`config.mk`:
```
export PLATFORM = sky130hd
export DESIGN_NAME = encoder_speed_meter
export DESIGN_NICKNAME = d
export VERILOG_FILES = /design/src/rtl/encoder_speed_meter.sv
export SDC_FILE = /design/constraint.sdc
export NUM_CORES = 1
export LEC_CHECK = 0
export BUFFER_PORTS_ARGS = -buffer_cell sky130_fd_sc_hd__buf_2
export CORE_AREA = 2 2 153 155
export DETAILED_ROUTE_END_ITERATION = 7
export DIE_AREA = 0 0 155 157
export PLACE_DENSITY = 0.51
export SETUP_SLACK_MARGIN = 0.05
export SYNTH_ARGS = -nofsm -noshare
export SYNTH_HDL_FRONTEND = slang
export SYNTH_SLANG_ARGS = --single-unit
```
`constraint.sdc`:
```
create_clock -name clk -period 3 [get_ports clk]
set_input_delay 0.3 -clock clk [delete_from_list [all_inputs] [get_ports clk]]
set_output_delay 0.3 -clock clk [all_outputs]
set_load 0.01 [all_outputs]
```
`src/rtl/encoder_speed_meter.sv`:
```
// -----------------------------------------------------------------------------
// encoder_speed_meter
//
// Measures wheel speed and distance from two quadrature-less encoder pulse
// trains (left/right). Each input is synchronized, debounced and edge-detected.
// Rising edges are accumulated over a fixed clock window and published once per
// window, and are also summed into free-running odometer counters.
//
// Ports
//   clk         system clock, all state on its rising edge
//   n_rst       asynchronous active-low reset
//   fbl, fbr    left / right encoder pulse (asynchronous to clk)
//   clr         synchronous clear of timer, accumulators and all outputs
//   out_edge_l  left rising-edge count of the last completed window
//   out_edge_r  right rising-edge count of the last completed window
//   valid       one-cycle strobe coincident with new out_edge_l/out_edge_r
//   odo_l       left cumulative edge count (wrapping)
//   odo_r       right cumulative edge count (wrapping)
// -----------------------------------------------------------------------------
module encoder_speed_meter #(
  parameter int unsigned WINDOW_CNT = 16384,
  parameter int unsigned FILT_LEN   = 1
) (
  input  logic        clk,
  input  logic        n_rst,
  input  logic        fbl,
  input  logic        fbr,
  input  logic        clr,
  output logic [15:0] out_edge_l,
  output logic [15:0] out_edge_r,
  output logic        valid,
  output logic [31:0] odo_l,
  output logic [31:0] odo_r
);

  // Last timer value of a window and last stability count before acceptance.
  localparam logic [23:0] WIN_LAST  = 24'(WINDOW_CNT - 1);
  localparam logic [3:0]  FILT_LAST = 4'(FILT_LEN - 1);

  // Saturating 16-bit increment used by the per-window accumulators.
  function automatic logic [15:0] sat_inc16(input logic [15:0] v, input logic inc);
    logic [15:0] r;
    if (inc && (v != 16'hFFFF)) begin
      r = v + 16'd1;
    end else begin
      r = v;
    end
    return r;
  endfunction

  // Bit 0 is the left side, bit 1 the right side throughout.
  logic [1:0]       sync1_r;
  logic [1:0]       sync2_r;
  logic [1:0]       filt_r;
  logic [1:0]       filt_d_r;
  logic [1:0][3:0]  fcnt_r;
  logic [1:0]       filt_nxt_s;
  logic [1:0][3:0]  fcnt_nxt_s;
  logic [1:0]       edge_s;

  logic             srst_s;
  logic             run_r;
  logic [23:0]      timer_r;
  logic [23:0]      timer_nxt_s;
  logic             close_s;

  logic [15:0]      acc_left_r;
  logic [15:0]      acc_right_r;
  logic [15:0]      acc_left_nxt_s;
  logic [15:0]      acc_right_nxt_s;
  logic [15:0]      out_left_r;
  logic [15:0]      out_right_r;
  logic             valid_r;
  logic [31:0]      odo_left_r;
  logic [31:0]      odo_right_r;

  // clr acts as the block's synchronous soft reset for the measurement path;
  // synchronizer and filter state deliberately ignore it.
  assign srst_s = clr;

  // Stability filter: the level is accepted only after FILT_LEN consecutive
  // cycles of disagreement; any agreeing cycle restarts the count.
  always_comb begin
    filt_nxt_s = filt_r;
    fcnt_nxt_s = 8'h00;
    for (int i = 0; i < 2; i++) begin
      if (sync2_r[i] != filt_r[i]) begin
        if (fcnt_r[i] == FILT_LAST) begin
          filt_nxt_s[i] = sync2_r[i];
          fcnt_nxt_s[i] = 4'd0;
        end else begin
          fcnt_nxt_s[i] = fcnt_r[i] + 4'd1;
        end
      end else begin
        fcnt_nxt_s[i] = 4'd0;
      end
    end
  end

  // Two-flop synchronizer, filtered level and previous filtered level per side.
  always_ff @(posedge clk or negedge n_rst) begin
    if (!n_rst) begin
      sync1_r  <= 2'b00;
      sync2_r  <= 2'b00;
      filt_r   <= 2'b00;
      filt_d_r <= 2'b00;
      fcnt_r   <= 8'h00;
    end else begin
      sync1_r  <= {fbr, fbl};
      sync2_r  <= sync1_r;
      filt_r   <= filt_nxt_s;
      filt_d_r <= filt_r;
      fcnt_r   <= fcnt_nxt_s;
    end
  end

  // One detected edge per filtered 0->1 transition; filt_d_r is the edge
  // register that gives the final cycle of input-to-counter latency.
  assign edge_s = filt_r & ~filt_d_r;

  // Window timer next state. The timer holds 0 through the first clock after
  // reset so the first window closes WINDOW_CNT+1 cycles after release.
  always_comb begin
    timer_nxt_s = timer_r;
    close_s     = 1'b0;
    if (!run_r) begin
      timer_nxt_s = 24'd0;
    end else if (timer_r == WIN_LAST) begin
      timer_nxt_s = 24'd0;
      close_s     = 1'b1;
    end else begin
      timer_nxt_s = timer_r + 24'd1;
    end
  end

  // Window timer and run flag.
  always_ff @(posedge clk or negedge n_rst) begin
    if (!n_rst) begin
      run_r   <= 1'b0;
      timer_r <= 24'd0;
    end else if (srst_s) begin
      run_r   <= 1'b1;
      timer_r <= 24'd0;
    end else begin
      run_r   <= 1'b1;
      timer_r <= timer_nxt_s;
    end
  end

  // Accumulator next values include an edge seen on the current cycle, so an
  // edge on the closing cycle lands in the published count.
  always_comb begin
    acc_left_nxt_s  = sat_inc16(acc_left_r, edge_s[0]);
    acc_right_nxt_s = sat_inc16(acc_right_r, edge_s[1]);
  end

  // Window accumulators, published counts, valid strobe and odometers.
  // clr wins over a simultaneous window close and drops any edge it sees.
  always_ff @(posedge clk or negedge n_rst) begin
    if (!n_rst) begin
      acc_left_r  <= 16'd0;
      acc_right_r <= 16'd0;
      out_left_r  <= 16'd0;
      out_right_r <= 16'd0;
      valid_r     <= 1'b0;
      odo_left_r  <= 32'd0;
      odo_right_r <= 32'd0;
    end else if (srst_s) begin
      acc_left_r  <= 16'd0;
      acc_right_r <= 16'd0;
      out_left_r  <= 16'd0;
      out_right_r <= 16'd0;
      valid_r     <= 1'b0;
      odo_left_r  <= 32'd0;
      odo_right_r <= 32'd0;
    end else begin
      odo_left_r  <= odo_left_r + {31'd0, edge_s[0]};
      odo_right_r <= odo_right_r + {31'd0, edge_s[1]};
      if (close_s) begin
        out_left_r  <= acc_left_nxt_s;
        out_right_r <= acc_right_nxt_s;
        acc_left_r  <= 16'd0;
        acc_right_r <= 16'd0;
        valid_r     <= 1'b1;
      end else begin
        acc_left_r  <= acc_left_nxt_s;
        acc_right_r <= acc_right_nxt_s;
        valid_r     <= 1'b0;
      end
    end
  end

  assign out_edge_l = out_left_r;
  assign out_edge_r = out_right_r;
  assign valid      = valid_r;
  assign odo_l      = odo_left_r;
  assign odo_r      = odo_right_r;

endmodule

```
==> metrics <==
maximum VDD drop=a little under 0.3 mV; drt pass-1 iters=4; worst clock skew=~0.013 ns; Power Density=~500 nW/µm²; CTS sink count=between 150 and 200; Synth Instances=approximately 740; Core Region=approximately 23000 µm²; gp weighted congestion=between 0.7 and 0.8; CTS tree=built; reg2reg path depth=9; gr usage total=between 10 and 15%; number of global-route vias before repair=about 5600; CP required=roughly 3.3 ns; Post-Syn Nets=approximately 760; Initial Utilization=approximately a third; Hold Fails Final Rpt=0; I/O pin count=just over 100; library cells used by synthesis=47; mux contribution to synthesized area=less than 1%; row count=55; first-pass GRT wire length=about 29000 µm; Yosys top cell area share=a little over half; post-synthesis cell area=~8000 µm²; share of cells above drive strength 1=roughly a fifth; Placed Instance Area=8700 µm²; simple-gate share of the synthesized area=a little under a quarter; FF/Latch Area=roughly 4300 µm²; Final Cell Area=9300 µm²; Worst Hold Path EP=out_edge_l[15]; Setup crit end kind=flop; pin count of the biggest net entering global routing=66; Leak=around 4.3 nW; fin nets=864; Wirelength per Cell=14.4 µm; CP max FO=7; total gr overflow=0; number of synthesized register bits=170; Clock Latency Late Sink=approximately 0.42 ns; area fraction in compound gates after synthesis=~5.5%; synth top area cells=dfrtp_1 (54%), nor2_1 (6.3%), xnor2_1 (6.0%), xor2_1 (6.0%), o2bb2ai_1 (3.5%); Slew headroom=between 50% and 60%; Yosys top cell by area=dfrtp_1; Die Footprint=24300 µm²; xor/xnor share of the synthesized area=approximately an eighth; Clk pin slew, worst setup/hold paths=~0.07 ns; Synth Warn #=0; Routed Antenna Nets=0; kind of critical path=flop to flop; Vias/cell=4.90; part of the cycle the worst path needs=87.1%; final setup margin=around 0.39 ns; syn avg cell area=between 10 and 15 µm²; # setup viols final=0; H-tree depth=4; final WL=roughly 17000 µm; status=completed; Design Power=between 4 and 5 mW; CTS root buf=clkbuf_16; Multi-input gate area=3390 µm²; HPWL Detailed=11100 µm; Port-buffer cells=roughly 100; Die Ht=around 160 µm; Worst R2R Start=filt_d_r[1]; ys flop type=dfrtp_1; Hold WC Path Type=input port to flop; Fillers=2200; worst hold path depth=3; Max Cap Viol=0; hold path startpoint=clr; DRC=0; via count=approximately 5600; CP arrival=a little under 3 ns; Slew @ Worst Pin=0.739 ns; Adder-Cell Fraction of Synth Area=about 1.8%; commonest non-fill, non-tap cells in the layout=dfrtp_1 (170), nor2_1 (132), buf_2 (100); Area Overhead vs Synth=18.9%; # Post-CTS Setup Buffers=0; Final min period=between 2 and 3 ns; Iter 0 DRT Violations=~240; Clock Tree Buf Depth=2; Die X=155 µm; sequential fraction of the synthesis area=54.4%; Slew Viols, Final=0; pre-CTS setup slack=about 0.25 ns; initial antenna violation count=1; largest family of logic cells by synthesized area=simple AND/OR/NAND/NOR gates; number of flops mapped to enable cells by yosys=0; Max Clk Rate=between 300 and 400 MHz; startpoint types=flop; CTS Buf Count=17; reg-to-reg slack, setup=between 0.3 and 0.4 ns; RSZ-0062 raised after global routing=false; TNS Setup=0 ns; reg-to-reg endpoint=odo_r[28]; commonest non-fill, non-tap cell in the layout=dfrtp_1; ys async rst share=100%
-- where the power goes --
part | switching [mW] | internal [mW]
registers | 0.0106 | 2.31
logic | 0.106 | 0.0346
clock network | 0.938 | 1.18
-- area by class of cell --
type                       count  area share (%)
antenna                        1          0.0269
clock buffer                  21            4.84
clock inverter                11            1.20
inverter                      19           0.767
multi-input combinational    523            36.4
sequential                   170            45.7
tap                          285            3.83
timing repair buffer         117            7.14
-- state kept, by name (all words and copies together), names as in the netlist --
signal / cells
fcnt_r: 8
odo_l: 32
out_edge_l: 16
acc_left_r: 16
odo_r: 32
valid: 1
acc_right_r: 16
run_r: 1
sync1_r: 2
filt_d_r: 2
sync2_r: 2
timer_r: 24
filt_r: 2
out_edge_r: 16
-- routing by layer --
metal	GRT usage, %	routed length (µm)	vias up
met3	3.06	674	11
li1	-	-	2781
met5	0	0	-
met2	21.8	7210	123
met1	21.2	8580	2700
met4	4.10	104	0
-- logic make-up (layout without fill, tap and decap cells) --
group / after synthesis / count (layout)
DFF: 170 / 170
adders and majority gates: 11 / 11
AOI/OAI and AO/OA: 57 / 57
buffers and inverters: 46 / 168
and+or+nand+nor: 342 / 342
other: 1 / 2
muxes: 4 / 4
xor gates and xnor gates: 108 / 108
-- stage by stage --
step | std cells | hold slack [ns] | utilization [%]
final | 1147 | 0.250 | 41.3
after global routing | 1146 | 0.271 | 41.3
after CTS | 1146 | 0.225 | 41.3
after detailed placement | 1111 | 0.336 | 38.7
after global placement | 1111 | 0.332 | 38.7
after floorplan | 739 | 0.00441 | -
-- how the worst max path moves through the flow --
stage / startpoint / end / slack (ns) / depth (start not counted)
6_report: filt_d_r[1] / odo_r[28] / 0.39 / 9
2_1_floorplan: filt_d_r[1] / odo_r[28] / 0.61 / 10
3_3_place_gp: filt_d_r[1] / odo_r[28] / 0.31 / 9
5_1_grt: filt_d_r[1] / odo_r[28] / 0.13 / 9
3_5_place_dp: filt_d_r[1] / odo_r[28] / 0.25 / 9
4_1_cts: filt_d_r[1] / odo_r[28] / 0.23 / 9
-- cells in the mapped netlist (2+ instances only) --
| cell | count |
|---|---|
| inv_2 | 2 |
| nor4b_1 | 7 |
| o2bb2ai_1 | 31 |
| nor3b_1 | 2 |
| nor2_1 | 132 |
| mux2i_1 | 2 |
| and2_1 | 7 |
| xor2_1 | 54 |
| dfrtp_1 | 170 |
| nor2b_1 | 8 |
| nand3b_1 | 3 |
| nor4_1 | 8 |
| buf_2 | 8 |
| o21ai_0 | 5 |
| mux2_2 | 2 |
| nand4_1 | 26 |
| xnor2_1 | 54 |
| and3_1 | 16 |
| or4_1 | 2 |
| ha_1 | 11 |
| buf_1 | 2 |
| o21ai_1 | 3 |
| a21oi_1 | 9 |
| nor3_2 | 5 |
| or3_1 | 5 |
| o211ai_1 | 5 |
| nor4_4 | 3 |
| inv_1 | 17 |
| nand4_2 | 2 |
| nor3_1 | 16 |
| nand2_1 | 29 |
| clkbuf_1 | 16 |
| nand2b_1 | 6 |
| or2_1 | 2 |
| nand3_1 | 41 |
| and4_1 | 17 |
-- what timing repair did --
action | CTS | global route
endpoints found under the setup margin | 0 | 2
hold buffers | 3 | 0
hold endpoints to repair | 63 | 0
gates resized for setup | 0 | 1
-- critical path, cell delays in order, from the launching register on --
cell	delay (ns)
dfrtp_1	0.35
nand2b_1	0.21
inv_1	0.20
ha_1	0.26
ha_1	0.26
nand3_1	0.14
or4_4	0.58
nor4_4	0.29
xnor2_1	0.15
nor2_1	0.05
Power figures use the tool's default switching activity.
